`config.mk`:
```
export PLATFORM = sky130hd
export DESIGN_NAME = int_arbiter
export DESIGN_NICKNAME = d
export VERILOG_FILES = /design/src/rtl/int_arbiter.sv
export SDC_FILE = /design/constraint.sdc
export NUM_CORES = 1
export LEC_CHECK = 0
export CAP_MARGIN = 20
export CORE_AREA = 3 3 100 78
export CTS_CLUSTER_SIZE = 30
export DETAILED_ROUTE_END_ITERATION = 16
export DIE_AREA = 0 0 103 81
export HOLD_SLACK_MARGIN = 0.15
export PLACE_DENSITY = 0.79
export REMOVE_ABC_BUFFERS = 1
export SLEW_MARGIN = 20
export SYNTH_ARGS = -nofsm -noshare
export SYNTH_HDL_FRONTEND = slang
export SYNTH_SLANG_ARGS = --single-unit
```
`constraint.sdc`:
```
create_clock -name clk -period 3.8 [get_ports clk]
set_input_delay 1.14 -clock clk [delete_from_list [all_inputs] [get_ports clk]]
set_output_delay 1.14 -clock clk [all_outputs]
set_load 0.02 [all_outputs]
```
`src/rtl/int_arbiter.sv`:
```
// int_arbiter: round-robin interrupt arbiter in front of clint.
// Latches rising edges of the source lines into pending bits and raises one
// request to clint. Software takes the request with a CLAIM read and ends it
// with a COMPLETE write. Only one interrupt is in service at a time.

`ifndef CPU_WIDTH
`define CPU_WIDTH 32
`endif
`ifndef INT_BUS
`define INT_BUS 7:0
`endif
`ifndef INT_NONE
`define INT_NONE 8'h00
`endif

module int_arbiter #(
  parameter int SRC_NUM = 8,
  parameter int ID_W    = 5
) (
  input  logic                  clk,
  input  logic                  rst_n,
  input  logic [SRC_NUM-1:0]    src_i,
  input  logic                  we_i,
  input  logic                  re_i,
  input  logic [3:0]            addr_i,
  input  logic [`CPU_WIDTH-1:0] data_i,
  output logic [`CPU_WIDTH-1:0] data_o,
  output logic [`INT_BUS]       int_flag_o,
  output logic [ID_W-1:0]       irq_id_o,
  output logic                  busy_o
);

  localparam int CW = `CPU_WIDTH;
  localparam logic [3:0] ADDR_ENABLE   = 4'h0;
  localparam logic [3:0] ADDR_PENDING  = 4'h4;
  localparam logic [3:0] ADDR_CLAIM    = 4'h8;
  localparam logic [3:0] ADDR_COMPLETE = 4'hC;
  localparam logic [SRC_NUM-1:0] ONE_V    = SRC_NUM'(1'b1);
  localparam logic [ID_W-1:0]    LAST_IDX = ID_W'(SRC_NUM - 1);
  localparam logic [ID_W-1:0]    ID_ONE   = ID_W'(1'b1);

  // One-hot encoded so a single flop tells which phase is active.
  typedef enum logic [2:0] {
    IDLE    = 3'b001,
    REQ     = 3'b010,
    SERVICE = 3'b100
  } state_t;

  state_t               state_r, state_nxt_s;
  logic [SRC_NUM-1:0]   src_prev_r, enable_r, pending_r;
  logic [ID_W-1:0]      rr_ptr_r, grant_id_r, grant_nxt_s, rr_nxt_s;
  logic [SRC_NUM-1:0]   edge_s, enable_nxt_s, pending_nxt_s, pend_clr_s;
  logic [SRC_NUM-1:0]   cand_s, hi_s, pick_s, win_oh_s, grant_oh_s;
  logic [ID_W-1:0]      win_idx_s, claim_val_s, irq_id_nxt_s;
  logic                 wr_enable_s, wr_pend_s, wr_comp_s, claim_ok_s, comp_ok_s;
  logic [CW-1:0]        rd_data_s;
  logic [`INT_BUS]      int_flag_nxt_s;
  logic                 unused_data_s;

  assign unused_data_s = ^data_i;

  assign edge_s      = src_i & ~src_prev_r;
  assign wr_enable_s = we_i && (addr_i == ADDR_ENABLE);
  assign wr_pend_s   = we_i && (addr_i == ADDR_PENDING);
  assign wr_comp_s   = we_i && (addr_i == ADDR_COMPLETE);
  // Only a claim in REQ has side effects; a claim that reads 0 does nothing.
  assign claim_ok_s  = re_i && (addr_i == ADDR_CLAIM) && (state_r == REQ);
  assign grant_oh_s  = ONE_V << grant_id_r;
  assign claim_val_s = (state_r == REQ) ? (grant_id_r + ID_ONE) : '0;
  assign comp_ok_s   = wr_comp_s && (data_i[ID_W-1:0] == (grant_id_r + ID_ONE));
  assign rr_nxt_s    = (grant_id_r == LAST_IDX) ? '0 : (grant_id_r + ID_ONE);

  // Next enable/pending: an edge in the same cycle as a clear wins.
  always_comb begin
    enable_nxt_s  = wr_enable_s ? data_i[SRC_NUM-1:0] : enable_r;
    pend_clr_s    = (wr_pend_s ? data_i[SRC_NUM-1:0] : '0)
                  | (claim_ok_s ? grant_oh_s : '0);
    pending_nxt_s = (pending_r & ~pend_clr_s) | edge_s;
  end

  // Round-robin pick: lowest candidate at or above rr_ptr, else lowest overall.
  always_comb begin
    cand_s    = pending_r & enable_r;
    hi_s      = cand_s & ~((ONE_V << rr_ptr_r) - ONE_V);
    pick_s    = (|hi_s) ? hi_s : cand_s;
    win_oh_s  = pick_s & (~pick_s + ONE_V);
    win_idx_s = '0;
    for (int i = 0; i < SRC_NUM; i++) begin
      if (win_oh_s[i]) begin
        win_idx_s = win_idx_s | ID_W'(i);
      end else begin
        win_idx_s = win_idx_s;
      end
    end
  end

  // Next-state logic for the request/service handshake.
  always_comb begin
    state_nxt_s = state_r;
    grant_nxt_s = grant_id_r;
    case (state_r)
      IDLE: begin
        if (|cand_s) begin
          state_nxt_s = REQ;
          grant_nxt_s = win_idx_s;
        end else begin
          state_nxt_s = IDLE;
        end
      end
      REQ: begin
        if (claim_ok_s) begin
          state_nxt_s = SERVICE;
        end else if (!(|(enable_nxt_s & grant_oh_s)) || !(|(pending_nxt_s & grant_oh_s))) begin
          // Software disabled or cleared the granted source: withdraw.
          state_nxt_s = IDLE;
        end else begin
          state_nxt_s = REQ;
        end
      end
      SERVICE: begin
        if (comp_ok_s) begin
          state_nxt_s = IDLE;
        end else begin
          state_nxt_s = SERVICE;
        end
      end
      default: begin
        state_nxt_s = IDLE;
      end
    endcase
  end

  // Output values computed from the next state so they register with it.
  always_comb begin
    int_flag_nxt_s = `INT_NONE;
    if (state_nxt_s == REQ) begin
      int_flag_nxt_s[0] = 1'b1;
    end else begin
      int_flag_nxt_s = `INT_NONE;
    end
    if (state_nxt_s != IDLE) begin
      irq_id_nxt_s = grant_nxt_s + ID_ONE;
    end else begin
      irq_id_nxt_s = '0;
    end
  end

  // Register read mux; bits above SRC_NUM read back as zero.
  always_comb begin
    rd_data_s = '0;
    case (addr_i)
      ADDR_ENABLE:   rd_data_s = CW'(enable_r);
      ADDR_PENDING:  rd_data_s = CW'(pending_r);
      ADDR_CLAIM:    rd_data_s = CW'(claim_val_s);
      ADDR_COMPLETE: rd_data_s = '0;
      default:       rd_data_s = '0;
    endcase
  end

  // Core state: FSM, grant, enable, pending, edge history and rr pointer.
  always_ff @(posedge clk or negedge rst_n) begin
    if (!rst_n) begin
      state_r    <= IDLE;
      grant_id_r <= '0;
      enable_r   <= '0;
      pending_r  <= '0;
      src_prev_r <= '0;
      rr_ptr_r   <= '0;
    end else begin
      state_r    <= state_nxt_s;
      grant_id_r <= grant_nxt_s;
      enable_r   <= enable_nxt_s;
      pending_r  <= pending_nxt_s;
      src_prev_r <= src_i;
      if (claim_ok_s) begin
        rr_ptr_r <= rr_nxt_s;
      end
    end
  end

  // Registered outputs; data_o holds its value between reads.
  always_ff @(posedge clk or negedge rst_n) begin
    if (!rst_n) begin
      data_o     <= '0;
      int_flag_o <= `INT_NONE;
      irq_id_o   <= '0;
      busy_o     <= 1'b0;
    end else begin
      if (re_i) begin
        data_o <= rd_data_s;
      end
      int_flag_o <= int_flag_nxt_s;
      irq_id_o   <= irq_id_nxt_s;
      busy_o     <= (state_nxt_s == SERVICE);
    end
  end

endmodule
```
==> flow_summary.json <==
{
  "via_per_inst": 5.66,
  "drive_above_1_share_pct": 15.7,
  "grt.met3_usage_pct": 5.67,
  "cp-end-kind": "register",
  "die_area_um2": 8340,
  "dp_cells": 487,
  "status": "finished clean",
  "io_pins": 94,
  "fillCellCount": 604,
  "hold_violations": 0,
  "fin_cells": 497,
  "clk_pin_slew_worst_paths_ns": 0.10,
  "critPathTopFamily": "compound AO/OA/AOI/OAI gates",
  "layout_setup_ws_ns": 0.178,
  "drt-total-wl_um": 8580,
  "multi_input_area_um2": 1770,
  "drcViolationCount": 0,
  "drtPass1Iterations": 5,
  "slew_violations": 0,
  "worstRegToRegCells": 14,
  "yosys.area.top_type_share_pct": 38.8,
  "ys.flop_type": "dfrtp_1",
  "hold_depth": 1,
  "synth_area_um2": 3290,
  "grt_use_total_pct": 21.4,
  "cts-buffers-inserted": 5,
  "busiest_layer": "met2",
  "num_vias": 2814,
  "cellLeakagePower_nw": 1.78,
  "yosys.area.top_type": "dfrtp_1",
  "critPathLaunchType": "input pin",
  "synth_commonest_cells": "51 x dfrtp_1, 31 x buf_4, 31 x nand2_1, 28 x inv_1, 22 x nor2_1",
  "setup_viol": 0,
  "grt_pass1_vias": 2767,
  "powerDensity_nw_per_um2": 590,
  "cp_cell_sequence": "clkdlybuf4s50_1 > buf_4 > nand2_1 > o31ai_1 > o22ai_1 > nor4_1 > a21oi_1 > o21ai_4 > a22o_4 > a311oi_2 > a41o_1",
  "ys_ff_latch": 52,
  "arrival_ns": 3.83,
  "pre_cts_ws_ns": -0.452,
  "cts.sinks": 52,
  "vdd.ir_drop.worst_uv": 327,
  "root_buffer": "clkbuf_8",
  "drtIter0Drc": 348,
  "worst_slew_pin_slew_ns": 0.657,
  "syn-instance-count": 353,
  "crit_cells": 11,
  "use_met1_pct": 30.4,
  "fmax_mhz": 276,
  "yosysUniqueCellTypes": 62,
  "finalCriticalPeriod_ns": 3.62,
  "antenna_left": 0,
  "nets": 463,
  "die_w_um": 103,
  "core_um2": 6830,
  "cp.required_ns": 4.01,
  "cap_violations": 0,
  "yosysWarnings": 0,
  "cts_tree": "yes",
  "diodes": 0,
  "grt_max_degree": 53,
  "fin_skew_ns": 0.0102,
  "place_hpwl_um": 6450,
  "critPathMaxStageDelay_ns": 0.56,
  "synth.area.top_cells": "dfrtp_1 39%, buf_4 7.1%, nand2_1 3.5%",
  "insertion_delay_ns": 0.32,
  "htree_levels": 2,
  "seq_area_um2": 1300,
  "post-synth-top-count-cell": "dfrtp_1",
  "start_util_pct": 48.1,
  "grt_pass1_wl_um": 13700,
  "cp_slowest_cell": "clkdlybuf4s50_1",
  "hp-class": "reg2reg",
  "synth-edff-count": 0,
  "wire_per_inst_um": 17.3,
  "timing.slew.headroom_pct": 56.2,
  "port_buffers": 38,
  "cp_num_buf_inv": 2,
  "grt_util_met2_pct": 32.6,
  "die_h_um": 81,
  "area_delta_synth_final_pct": 20.7,
  "path_class": "in2reg",
  "critPathMaxFanout": 9,
  "row_count": 26,
  "period_share_pct": 95.3,
  "holdBufCountCts": 0,
  "antenna_found_initial": 0,
  "grt_overflow_total": 0,
  "synth.avg_cell_area_um2": 9.31,
  "async_reset_ff_share_pct": 100,
  "seq_area_frac_synth_pct": 39.6,
  "cts.path.max_buffers": 2,
  "gp_congestion": 0.943
}
sequential cells by signal, summed over array words and instances (netlist names):
signal      flops
irq_id_o        5
int_flag_o      1
src_prev_r      8
state_r         3
enable_r        8
data_o          8
grant_id_r      5
busy_o          1
rr_ptr_r        5
pending_r       8
final cells by class:
| class | instances | area share (%) |
|---|---|---|
| tap | 84 | 2.65 |
| inverter | 28 | 2.65 |
| multi-input combinational | 261 | 44.7 |
| timing repair buffer | 64 | 14.9 |
| clock buffer | 5 | 1.74 |
| clock inverter | 3 | 0.536 |
| sequential | 52 | 32.9 |
metrics by stage:
step / instance area, um^2 / hold slack, ns / setup TNS (ns) / util (%) / power [W]
finish: 3970 / 0.471 / 0 / 58.1 / 0.00234
global route: 3970 / 0.499 / -0.0406 / 58.1 / 0.00251
CTS: 3910 / 0.473 / 0 / 57.2 / 0.00225
detailed placement: 3790 / 0.444 / -2.59 / 55.5 / 0.00190
global placement: 3790 / 0.439 / -2.46 / 55.5 / 0.00187
floorplan: 3120 / 0.427 / -0.0616 / - / 0.00153
where the power goes:
group	leakage, nW	internal [W]	switching [W]
clock	0.0445	0.000131	0.000194
sequential	0.639	0.000642	0.000110
combinational	1.10	0.000539	0.000724
cell families after synthesis:
family                   count (synthesis)  share of synthesized area, %
AO/OA/AOI/OAI                           81                          19.4
XOR/XNOR                                11                          2.93
adder cells (fa/ha/maj)                  3                          1.14
buffers and inverters                   70                          11.8
flip-flops                              52                          39.6
multiplexers                            17                          5.52
other                                    1                         0.114
AND/OR/NAND/NOR                        118                          19.5
worst paths after layout:
path	from	endpoint	slack, ns
worst max register to register	rr_ptr_r[4]	irq_id_o[4]	0.28
worst min register to register	src_prev_r[6]	pending_r[6]	0.47
worst max-delay path	addr_i[2]	irq_id_o[3]	0.18
max in group asynchronous	rst_n	rr_ptr_r[4]	2.40
min in group asynchronous	rst_n	src_prev_r[7]	0.92
worst min-delay path	src_prev_r[6]	pending_r[6]	0.47
cells in the final DEF (no fill, tap or decap), types with 5 or more instances in the layout:
master and instances:
dfrtp_1 50, clkdlybuf4s50_1 34, nand2_1 31, conb_1 31
inv_1 28, buf_4 25, nor2_1 22, o22ai_1 17
o31ai_1 14, nand3_1 13, o21ai_0 12, and2_1 8
mux2i_1 8, nand4_1 6, xnor2_1 6, mux2_2 6
nand2b_1 6, a21oi_1 5, xor2_1 5, clkbuf_8 5
layer usage:
layer / vias up / share of wire (%)
li1: 1324 / -
met1: 1343 / 46
met2: 135 / 44
met3: 12 / 8.9
met4: 0 / 1.0
met5: - / 0
worst reg2reg max path: cells and delay by family (launching register included):
kind / cells / cell delay (ns)
AOI/OAI and AO/OA: 4 / 0.75
DFF: 1 / 0.48
and+or+nand+nor: 7 / 1.51
adders and majority gates: 2 / 0.53
xor gates and xnor gates: 1 / 0.17
timing repair:
item	CTS	global route
cloned	0	0
pin swaps	4	5
setup buffers	1	1
gates resized for setup	4	10
endpoints found under the setup margin	4	3
Power figures use the tool's default switching activity.
